$ cat src/rtl/psram_arbiter.sv
// Three-port arbiter and command sequencer for the PSRAM word controller.
// Port 1 (video) gets bounded strict priority; ports 0 and 2 share round-robin.
module psram_arbiter #(
  parameter bit PRIO_EN    = 1'b1,
  parameter int MAX_CONSEC = 4
) (
  input  logic        clk,
  input  logic        reset,
  input  logic        p0_req,
  input  logic        p0_we,
  input  logic        p0_byte,
  input  logic [21:0] p0_addr,
  input  logic [15:0] p0_wdata,
  output logic        p0_ack,
  input  logic        p1_req,
  input  logic        p1_we,
  input  logic        p1_byte,
  input  logic [21:0] p1_addr,
  input  logic [15:0] p1_wdata,
  output logic        p1_ack,
  input  logic        p2_req,
  input  logic        p2_we,
  input  logic        p2_byte,
  input  logic [21:0] p2_addr,
  input  logic [15:0] p2_wdata,
  output logic        p2_ack,
  output logic [15:0] rdata,
  output logic [1:0]  grant_id,
  output logic        mem_read,
  output logic        mem_write,
  output logic [21:0] mem_addr,
  output logic [15:0] mem_din,
  output logic        mem_byte_write,
  input  logic [15:0] mem_dout,
  input  logic        mem_busy
);

  typedef enum logic [1:0] {
    IDLE, ISSUE, WAIT_BUSY, WAIT_DONE
  } state_e;

  localparam logic [3:0] MAXC = 4'(MAX_CONSEC);

  state_e      state_q, state_d;
  logic [1:0]  rr_last_q, rr_last_d;
  logic [1:0]  grant_q, grant_d;
  logic [3:0]  consec_q, consec_d;
  logic [2:0]  ack_q, ack_d;
  logic        rd_q, rd_d;
  logic        wr_q, wr_d;
  logic        is_wr_q, is_wr_d;
  logic        bw_q, bw_d;
  logic [21:0] addr_q, addr_d;
  logic [15:0] din_q, din_d;
  logic [15:0] rdata_q, rdata_d;

  logic [3:0]  req;
  logic [3:0]  elig;
  logic [1:0]  c1, c2, c3, win;
  logic        s_we, s_bw;
  logic [21:0] s_addr;
  logic [15:0] s_wdata;

  function automatic logic [1:0] nxt(input logic [1:0] p);
    return (p == 2'd2) ? 2'd0 : p + 2'd1;
  endfunction

  assign req = {1'b0, p2_req, p1_req, p0_req};

  always_comb begin
    elig = req;
    // Starved ports force port 1 out of this decision once its burst is spent.
    if (PRIO_EN && consec_q >= MAXC && (req[0] || req[2]))
      elig[1] = 1'b0;
    c1 = nxt(rr_last_q);
    c2 = nxt(c1);
    c3 = rr_last_q;
    if (elig[c1])
      win = c1;
    else if (elig[c2])
      win = c2;
    else
      win = c3;
    if (PRIO_EN && req[1] && consec_q < MAXC)
      win = 2'd1;
  end

  always_comb begin
    s_we    = p0_we;
    s_bw    = p0_byte;
    s_addr  = p0_addr;
    s_wdata = p0_wdata;
    case (win)
      2'd1: begin
        s_we    = p1_we;
        s_bw    = p1_byte;
        s_addr  = p1_addr;
        s_wdata = p1_wdata;
      end
      2'd2: begin
        s_we    = p2_we;
        s_bw    = p2_byte;
        s_addr  = p2_addr;
        s_wdata = p2_wdata;
      end
      default: ;
    endcase
  end

  always_comb begin
    state_d   = state_q;
    rr_last_d = rr_last_q;
    grant_d   = grant_q;
    consec_d  = consec_q;
    ack_d     = 3'b000;
    rd_d      = 1'b0;
    wr_d      = 1'b0;
    is_wr_d   = is_wr_q;
    bw_d      = bw_q;
    addr_d    = addr_q;
    din_d     = din_q;
    rdata_d   = rdata_q;
    unique case (state_q)
      IDLE: begin
        if (!mem_busy && (|req)) begin
          state_d   = ISSUE;
          grant_d   = win;
          rr_last_d = win;
          addr_d    = s_addr;
          din_d     = s_wdata;
          bw_d      = s_bw;
          is_wr_d   = s_we;
          rd_d      = !s_we;
          wr_d      = s_we;
          if (win == 2'd1 && (req[0] || req[2])
              && consec_q < MAXC)
            consec_d = consec_q + 4'd1;
          else
            consec_d = 4'd0;
        end
      end
      ISSUE: state_d = WAIT_BUSY;
      WAIT_BUSY: begin
        if (mem_busy)
          state_d = WAIT_DONE;
      end
      WAIT_DONE: begin
        if (!mem_busy) begin
          if (!is_wr_q)
            rdata_d = mem_dout;
          ack_d   = 3'b001 << grant_q;
          grant_d = 2'd3;
          state_d = IDLE;
        end
      end
      default: state_d = IDLE;
    endcase
  end

  always_ff @(posedge clk) begin
    if (reset) begin
      state_q   <= IDLE;
      rr_last_q <= 2'd2;
      grant_q   <= 2'd3;
      consec_q  <= 4'd0;
      ack_q     <= 3'b000;
      rd_q      <= 1'b0;
      wr_q      <= 1'b0;
      is_wr_q   <= 1'b0;
      bw_q      <= 1'b0;
      addr_q    <= '0;
      din_q     <= '0;
      rdata_q   <= '0;
    end else begin
      state_q   <= state_d;
      rr_last_q <= rr_last_d;
      grant_q   <= grant_d;
      consec_q  <= consec_d;
      ack_q     <= ack_d;
      rd_q      <= rd_d;
      wr_q      <= wr_d;
      is_wr_q   <= is_wr_d;
      bw_q      <= bw_d;
      addr_q    <= addr_d;
      din_q     <= din_d;
      rdata_q   <= rdata_d;
    end
  end

  assign p0_ack         = ack_q[0];
  assign p1_ack         = ack_q[1];
  assign p2_ack         = ack_q[2];
  assign rdata          = rdata_q;
  assign grant_id       = grant_q;
  assign mem_read       = rd_q;
  assign mem_write      = wr_q;
  assign mem_addr       = addr_q;
  assign mem_din        = din_q;
  assign mem_byte_write = bw_q;

endmodule
$ cat config.mk
export PLATFORM = sky130hd
export DESIGN_NAME = psram_arbiter
export DESIGN_NICKNAME = d
export VERILOG_FILES = /design/src/rtl/psram_arbiter.sv
export SDC_FILE = /design/constraint.sdc
export NUM_CORES = 1
export LEC_CHECK = 0
export ABC_AREA = 1
export CAP_MARGIN = 10
export CORE_MARGIN = 5
export CORE_UTILIZATION = 50
export DETAILED_ROUTE_END_ITERATION = 8
export DONT_BUFFER_PORTS = 1
export HOLD_SLACK_MARGIN = 0.1
export PLACE_DENSITY = 0.68
export SYNTH_ARGS = -nofsm -noshare
export SYNTH_HDL_FRONTEND = slang
export SYNTH_SLANG_ARGS = --single-unit
$ cat constraint.sdc
create_clock -name clk -period 2.1 [get_ports clk]
set_input_delay 0.42 -clock clk [delete_from_list [all_inputs] [get_ports clk]]
set_output_delay 0.42 -clock clk [all_outputs]
set_load 0.02 [all_outputs]
## Yosys cells after proc, flatten, opt, wreduce, memory -nomap -nowiden

Index checks and enable logic that the tools add are counted.

| storage, ports and cells | value |
|---|---|
| output and inout bits | 62 |
| logic and storage cells | 74 |
| input bits | 142 |
| flip-flop bits (word level) | 71 |

| cells by class | value |
|---|---|
| add/sub/neg operators | 3 |
| equality and inequality tests | 10 |
| reduce and logical (&&, ||, !) cells | 17 |
| mux-type cells | 22 |
| magnitude comparators | 4 |
| bitwise operators | 5 |
| shifts and indexed selects | 1 |

Operators by type and width:

| operator | count |
|---|---|
| $pmux W22 S2 | 1 |
| $pmux W16 S2 | 1 |
| $mux W2 | 10 |
| $eq A2 B2 Y1 const B | 5 |
| $reduce_and A3 Y1 | 3 |
| $reduce_or A3 Y1 | 3 |
| $pmux W2 S4 | 1 |
| $lt A2 B3 Y1 const B | 2 |
| $ne A2 B2 Y1 const B | 3 |
| $logic_and A1 B1 Y1 | 5 |
| $not A1 Y1 | 5 |
| $add A2 B1 Y2 const B | 2 |
| $add A4 B1 Y4 const B | 1 |
| $bmux W1 S2 | 2 |
| $eq A2 B1 Y1 const B | 2 |
| $ge A4 B3 Y1 const B | 1 |
| $lt A4 B3 Y1 const B | 1 |
| $mux W4 | 1 |
| $pmux W1 S2 | 2 |
| $pmux W2 S2 | 1 |
| $mux W1 | 3 |
| $shl A1 B2 Y3 const A | 1 |
| $logic_not A1 Y1 | 2 |
| $logic_not A2 Y1 | 1 |
| 3 further kinds | 3 |

## Depth between registers and ports, before layout

| depth | value |
|---|---|
| depth after elaboration | 13 |
| mapped depth | 15 |
| mapped depth without buffers | 14 |

## Least setup slack after synthesis

OpenSTA, ideal clock, no wires.

| timing path | value |
|---|---|
| kind | input to register |
| from | input p0_req |
| to | register din_q[7] (netlist: mem_din[7]) |
| arrival time | 2.042 ns |
| stages on the path | 14 |
| setup slack | -0.011 ns |
| cells stage by stage | nor2_2 nand2_1 nand3_1 nand2_1 nand2_1 nand2_1 nand2_1 inv_1 ha_1 buf_4 buf_4 clkbuf_1 a21oi_1 a21oi_1 |

| on the way | value |
|---|---|
| word-level cells in the longest chain between the ends | 10 |
| elaborated cells between the ends (all ways) | 16 |
| those cells by class | eq/ne: 2; mux: 9; reduce/logical: 5 |

RTL lines:

| what | line | text |
|---|---|---|
| from (decl) | 9 | `input logic p0_req,` |
| $logic_or A1 B1 Y1 | 73 | `if (PRIO_EN && consec_q >= MAXC && (req[0] \|\| req[2]))` |
| $logic_and A1 B1 Y1 | 73 |  |
| $mux W1 | 73 |  |
| $bmux W1 S2 | 80 | `else if (elig[c2])` |
| $mux W1 (implied by the code) | 80 |  |
| $mux W2 | 80 |  |
| $mux W2 (*) | 78 | `if (elig[c1])` |
| $mux W2 (*) | 84 | `if (PRIO_EN && req[1] && consec_q < MAXC)` |
| named net win[0] | 59 | `logic [1:0] c1, c2, c3, win;` |
| $eq A2 B2 Y1 or $eq A2 B1 Y1 (tied branches) | 93 | `case (win)` |
| $pmux W16 S2 (*) | 93 |  |
| to (signal assigned) | 185 | `din_q <= din_d;` |
| to (decl) | 54 | `logic [15:0] din_q, din_d;` |

The timed path passes the listed nets; every way through them passes the cells marked *. The select of a mux whose other input is x is not followed.
A chain may end at the register's enable or synchronous reset.

## Worst setup path in the final report

| timing path | value |
|---|---|
| from | register rr_last_q[0] (netlist: c3[0]) |
| to | register rd_q (netlist: mem_read) |

| on the way | value |
|---|---|
| word-level cells in the longest chain between the ends | 12 |
| elaborated cells between the ends (all ways) | 17 |
| those cells by class | add/sub: 2; eq/ne: 4; mux: 10; reduce/logical: 1 |

RTL lines:

| what | line | text |
|---|---|---|
| from (decl) | 45 | `logic [1:0] rr_last_q, rr_last_d;` |
| from (signal assigned) | 176 | `rr_last_q <= rr_last_d;` |
| $add A2 B1 Y2 or $eq A2 B2 Y1 (tied branches) | 65 | `return (p == 2'd2) ? 2'd0 : p + 2'd1;` |
| $mux W2 | 65 |  |
| $add A2 B1 Y2 or $eq A2 B2 Y1 (tied branches) | 65 |  |
| $mux W2 | 65 |  |
| $bmux W1 S2 | 80 |  |
| $mux W1 (implied by the code) | 80 |  |
| $mux W2 | 80 |  |
| $mux W2 (*) | 78 |  |
| $mux W2 (*) | 84 |  |
| named net win[0] | 59 |  |
| $eq A2 B2 Y1 or $eq A2 B1 Y1 (tied branches) | 93 |  |
| $pmux W1 S2 (*) | 93 |  |
| $logic_not A1 Y1 (*) | 133 | `rd_d = !s_we;` |
| to (signal assigned) | 180 | `rd_q <= rd_d;` |
| to (decl) | 49 | `logic rd_q, rd_d;` |

Marked as above.

==> metrics.md <==
| Metric | Value |
|---|---|
| Synth warn | 0 |
| Final slew viol count | 0 |
| IO Count | 204 |
| Most frequent cells in the layout | a21oi_1 (122), nand2_1 (107), dfxtp_1 (67) |
| ANT nets after route | 0 |
| Per-cell routed wire length | 16.6 microns |
| Kind of critical path | flop to flop |
| Post-synthesis register bit count | 71 |
| I/O Buffers | 0 |
| Net switching power | 2.34 mW |
| DRC Markers | 0 |
| Post-Route WL | 9880 microns |
| Actual slew at the worst max-slew pin | 0.463 ns |
| Final-report hold violation count | 0 |
| Top-area cell type share of the netlist area | 0.405 |
| Worst-Skew Late Latency | 0.34 ns |
| Final #Nets | 642 |
| Leakage | 1.61 nW |
| Mapped cell area | 3510 sq um |
| Pin count of the biggest net entering global routing | 39 |
| GRT Util Overall | 0.212 |
| Worst path top cell family by delay | simple AND/OR/NAND/NOR gates |
| Dpl cells | 576 |
| Multiplexer area fraction after synthesis | 0.00285 |
| Final min period | 2.02 ns |
| Met1 Usage GRT | 0.247 |
| Critical Path Fanout Max | 10 |
| CP Launch Type | flop |
| Drt via density | 5.57 |
| Min-Delay Startpoint | reset |
| DR vias | 3311 |
| Slew HR | 0.691 |
| Status | complete, no violations |
| Hold Path Depth | 1 |
| Unique cell type count in the Yosys netlist | 29 |
| Clock Tree Buf Depth | 2 |
| Max-cap check violation count | 0 |
| Root buffer cell | clkbuf_8 |
| Yosys top cell by area | dfxtp_1 |
| Die width | 93.8 microns |
| Hold crit path type | input pin to flop |
| Proportion of power drawn by combinational gates | 0.351 |
| Simple-gate share of the synthesized area | 0.203 |
| Crit-path max cell delay | 0.38 ns |
| Most common cell after layout, fill and taps aside | a21oi_1 |
| R2R Setup Slk | 0.08 ns |
| WP buf/inv | 3 |
| CP most frequent cell | nand2_2 |
| Worst EP required | 2.38 ns |
| Peak VDD IR | 0.578 mV |
| Reg-to-reg endpoint | mem_read$_SDFF_PP0_ |
| Sequential Power Share | 0.425 |
| Layout cells sized above 1 | 0.131 |
| Post-synthesis compound-gate area fraction | 0.274 |
| Net Count, Synth | 648 |
| Adder-cell share of the synthesized area | 0.0250 |
| Met2 GRT Util | 0.359 |
| Number of global-route vias before repair | 3029 |
| Synth-to-Final Area Change | 12.2% |
| GRT overflow | 0 |
| CTS H-tree lvls | 3 |
| R2R cell count | 13 |
| Total design power | 5.49 mW |
| CTS Sinks | 71 |
| Die area | 8790 sq um |
| Most used routing layer | met2 |
| Final period util | 0.960 |
| CTS tree | built |
| CP arrival | 2.30 ns |
| Clock transition at path regs | 0.08 ns |
| Synthesized instance count | 499 |
| First-pass GRT wire length | 14800 microns |
| # diodes | 0 |
| Cell Chain, Critical Path | nor2_4 > buf_4 > nand2_1 > nand2_2 > nor2_2 > nand2_2 > nand2_2 > inv_2 > ha_4 > buf_12 > a22o_1 > mux2i_1 > and3_1 |
| Syn Area/Cell | 7.03 sq um |
| Seq/Total Area, Yosys | 0.405 |
| CTS Buf Count | 9 |
| Worst hold slack | 0.143 ns |
| Critical path's slowest cell | dfxtp_4 |
| GR Util met3 | 0.0801 |
| Internal Power | 3.15 mW |
| Initial antenna violation count | 0 |
| Fmax | 496 MHz |
| Num rows | 30 |
| Final setup viols | 0 |
| Pre-Repair DR Iteration Count | 4 |
| Power per cell area | 1390 nW/um^2 |
| Core Util, Final | 0.579 |
| Routability cong. | 0.847 |
| Reg-to-reg startpoint | c3[0]$_SDFFE_PP0P_ |
| Sw Ratio | 0.426 |
| DRT iter0 DRCs | 98 |
| Largest family of logic cells by synthesized area | compound AO/OA/AOI/OAI gates |
| Post-Synth XOR/XNOR Area | 0 |
| Die Y-Extent | 93.8 microns |
| Hold Crit Endpoint | state_q[1]$_SDFFE_PP0P_ |
| Starting Density | 0.516 |
| DP Area | 3610 sq um |
| Clk network pwr share | 0.224 |
| Fin cells | 594 |
| Synth area leaders | dfxtp_1 (41%), a21oi_1 (18%), nand2_1 (12%) |
| Skew final | 0.00996 ns |
| DP HPWL | 7230 microns |
| Crit. End Element | flop |
| Core area | 6790 sq um |
| Layout Cell Area excl Fill | 3930 sq um |
| Filler cells | 661 |
[state kept, by name (all words and copies together) (netlist names), 2 cells and up]
register,cells
ack_q,3
c3,2
consec_q,4
grant_id,2
mem_addr,22
mem_din,16
rdata,16
state_q,2
[stage by stage]
step / worst slack, ns / TNS (ns)
floorplan: 0.0287 / 0
global placement: 0.0352 / 0
detailed placement: -0.0228 / -0.0494
CTS: 0.0302 / 0
global route: -0.0685 / -0.845
finish: 0.0850 / 0
[worst register-to-register path, stage by stage (launching register included)]
cell	delay, ns
dfxtp_4	0.38
nor2_4	0.05
buf_4	0.13
nand2_1	0.08
nand2_2	0.07
nor2_2	0.15
nand2_2	0.09
nand2_2	0.08
inv_2	0.04
ha_4	0.18
buf_12	0.14
a22o_1	0.21
mux2i_1	0.20
and3_1	0.17
[synth_stat cells (all sizes together)]
cell	count
and3	1
a211oi	1
inv	22
a21oi	125
o21ai	59
mux2i	1
nor3	3
nand3	12
dfxtp	71
clkbuf	16
nand2	114
nor2	46
buf	20
ha	7
a22o	1
[layer usage]
layer	part of all wire	wire [microns]
met3	0.11	1040
met2	0.49	4850
met4	0.013	125
met5	0	0
met1	0.39	3860
[final cells by class]
type,count,area [sq um],share of cell area
clock buffers,9,124,0.0315
multi-input cells,370,1820,0.463
clock inverters,7,104,0.0264
inverters,22,85.1,0.0216
repair buffers,19,248,0.0630
well taps,96,120,0.0305
flip-flops and latches,71,1430,0.364
[logic make-up after synthesis]
| group | after synthesis |
|---|---|
| AOI/OAI and AO/OA | 186 |
| adders and majority gates | 7 |
| buffers and inverters | 58 |
| DFF | 71 |
| muxes | 1 |
| and+or+nand+nor | 176 |
[worst max-delay path by stage]
stage | startpoint | endpoint | cells past startpoint
5_1_grt | consec_q[2]$_SDFFE_PP0P_ | mem_read$_SDFF_PP0_ | 14
3_5_place_dp | p1_req | consec_q[0]$_SDFFE_PP0P_ | 13
6_report | c3[0]$_SDFFE_PP0P_ | mem_read$_SDFF_PP0_ | 13
3_3_place_gp | p0_req | consec_q[0]$_SDFFE_PP0P_ | 13
4_1_cts | c3[0]$_SDFFE_PP0P_ | consec_q[0]$_SDFFE_PP0P_ | 13
2_1_floorplan | p0_req | mem_addr[0]$_SDFFE_PP0P_ | 14
[power by group through the flow]
stage	clock [mW]	sequential, mW	combinational [mW]
3_3_place_gp	0	2.36	1.79
4_1_cts	1.26	2.33	1.88
5_1_grt	1.32	2.38	2.20
2_1_floorplan	0	2.25	1.53
6_report	1.23	2.33	1.92
3_5_place_dp	0	2.36	1.85
[timing repair]
item	in CTS	in global routing
resized for setup	2	21
gates cloned	0	1
pin swaps	0	5
hold buffers	0	0
setup buffers	0	1
setup endpoints to repair	8	45
Power figures use the tool's default switching activity.
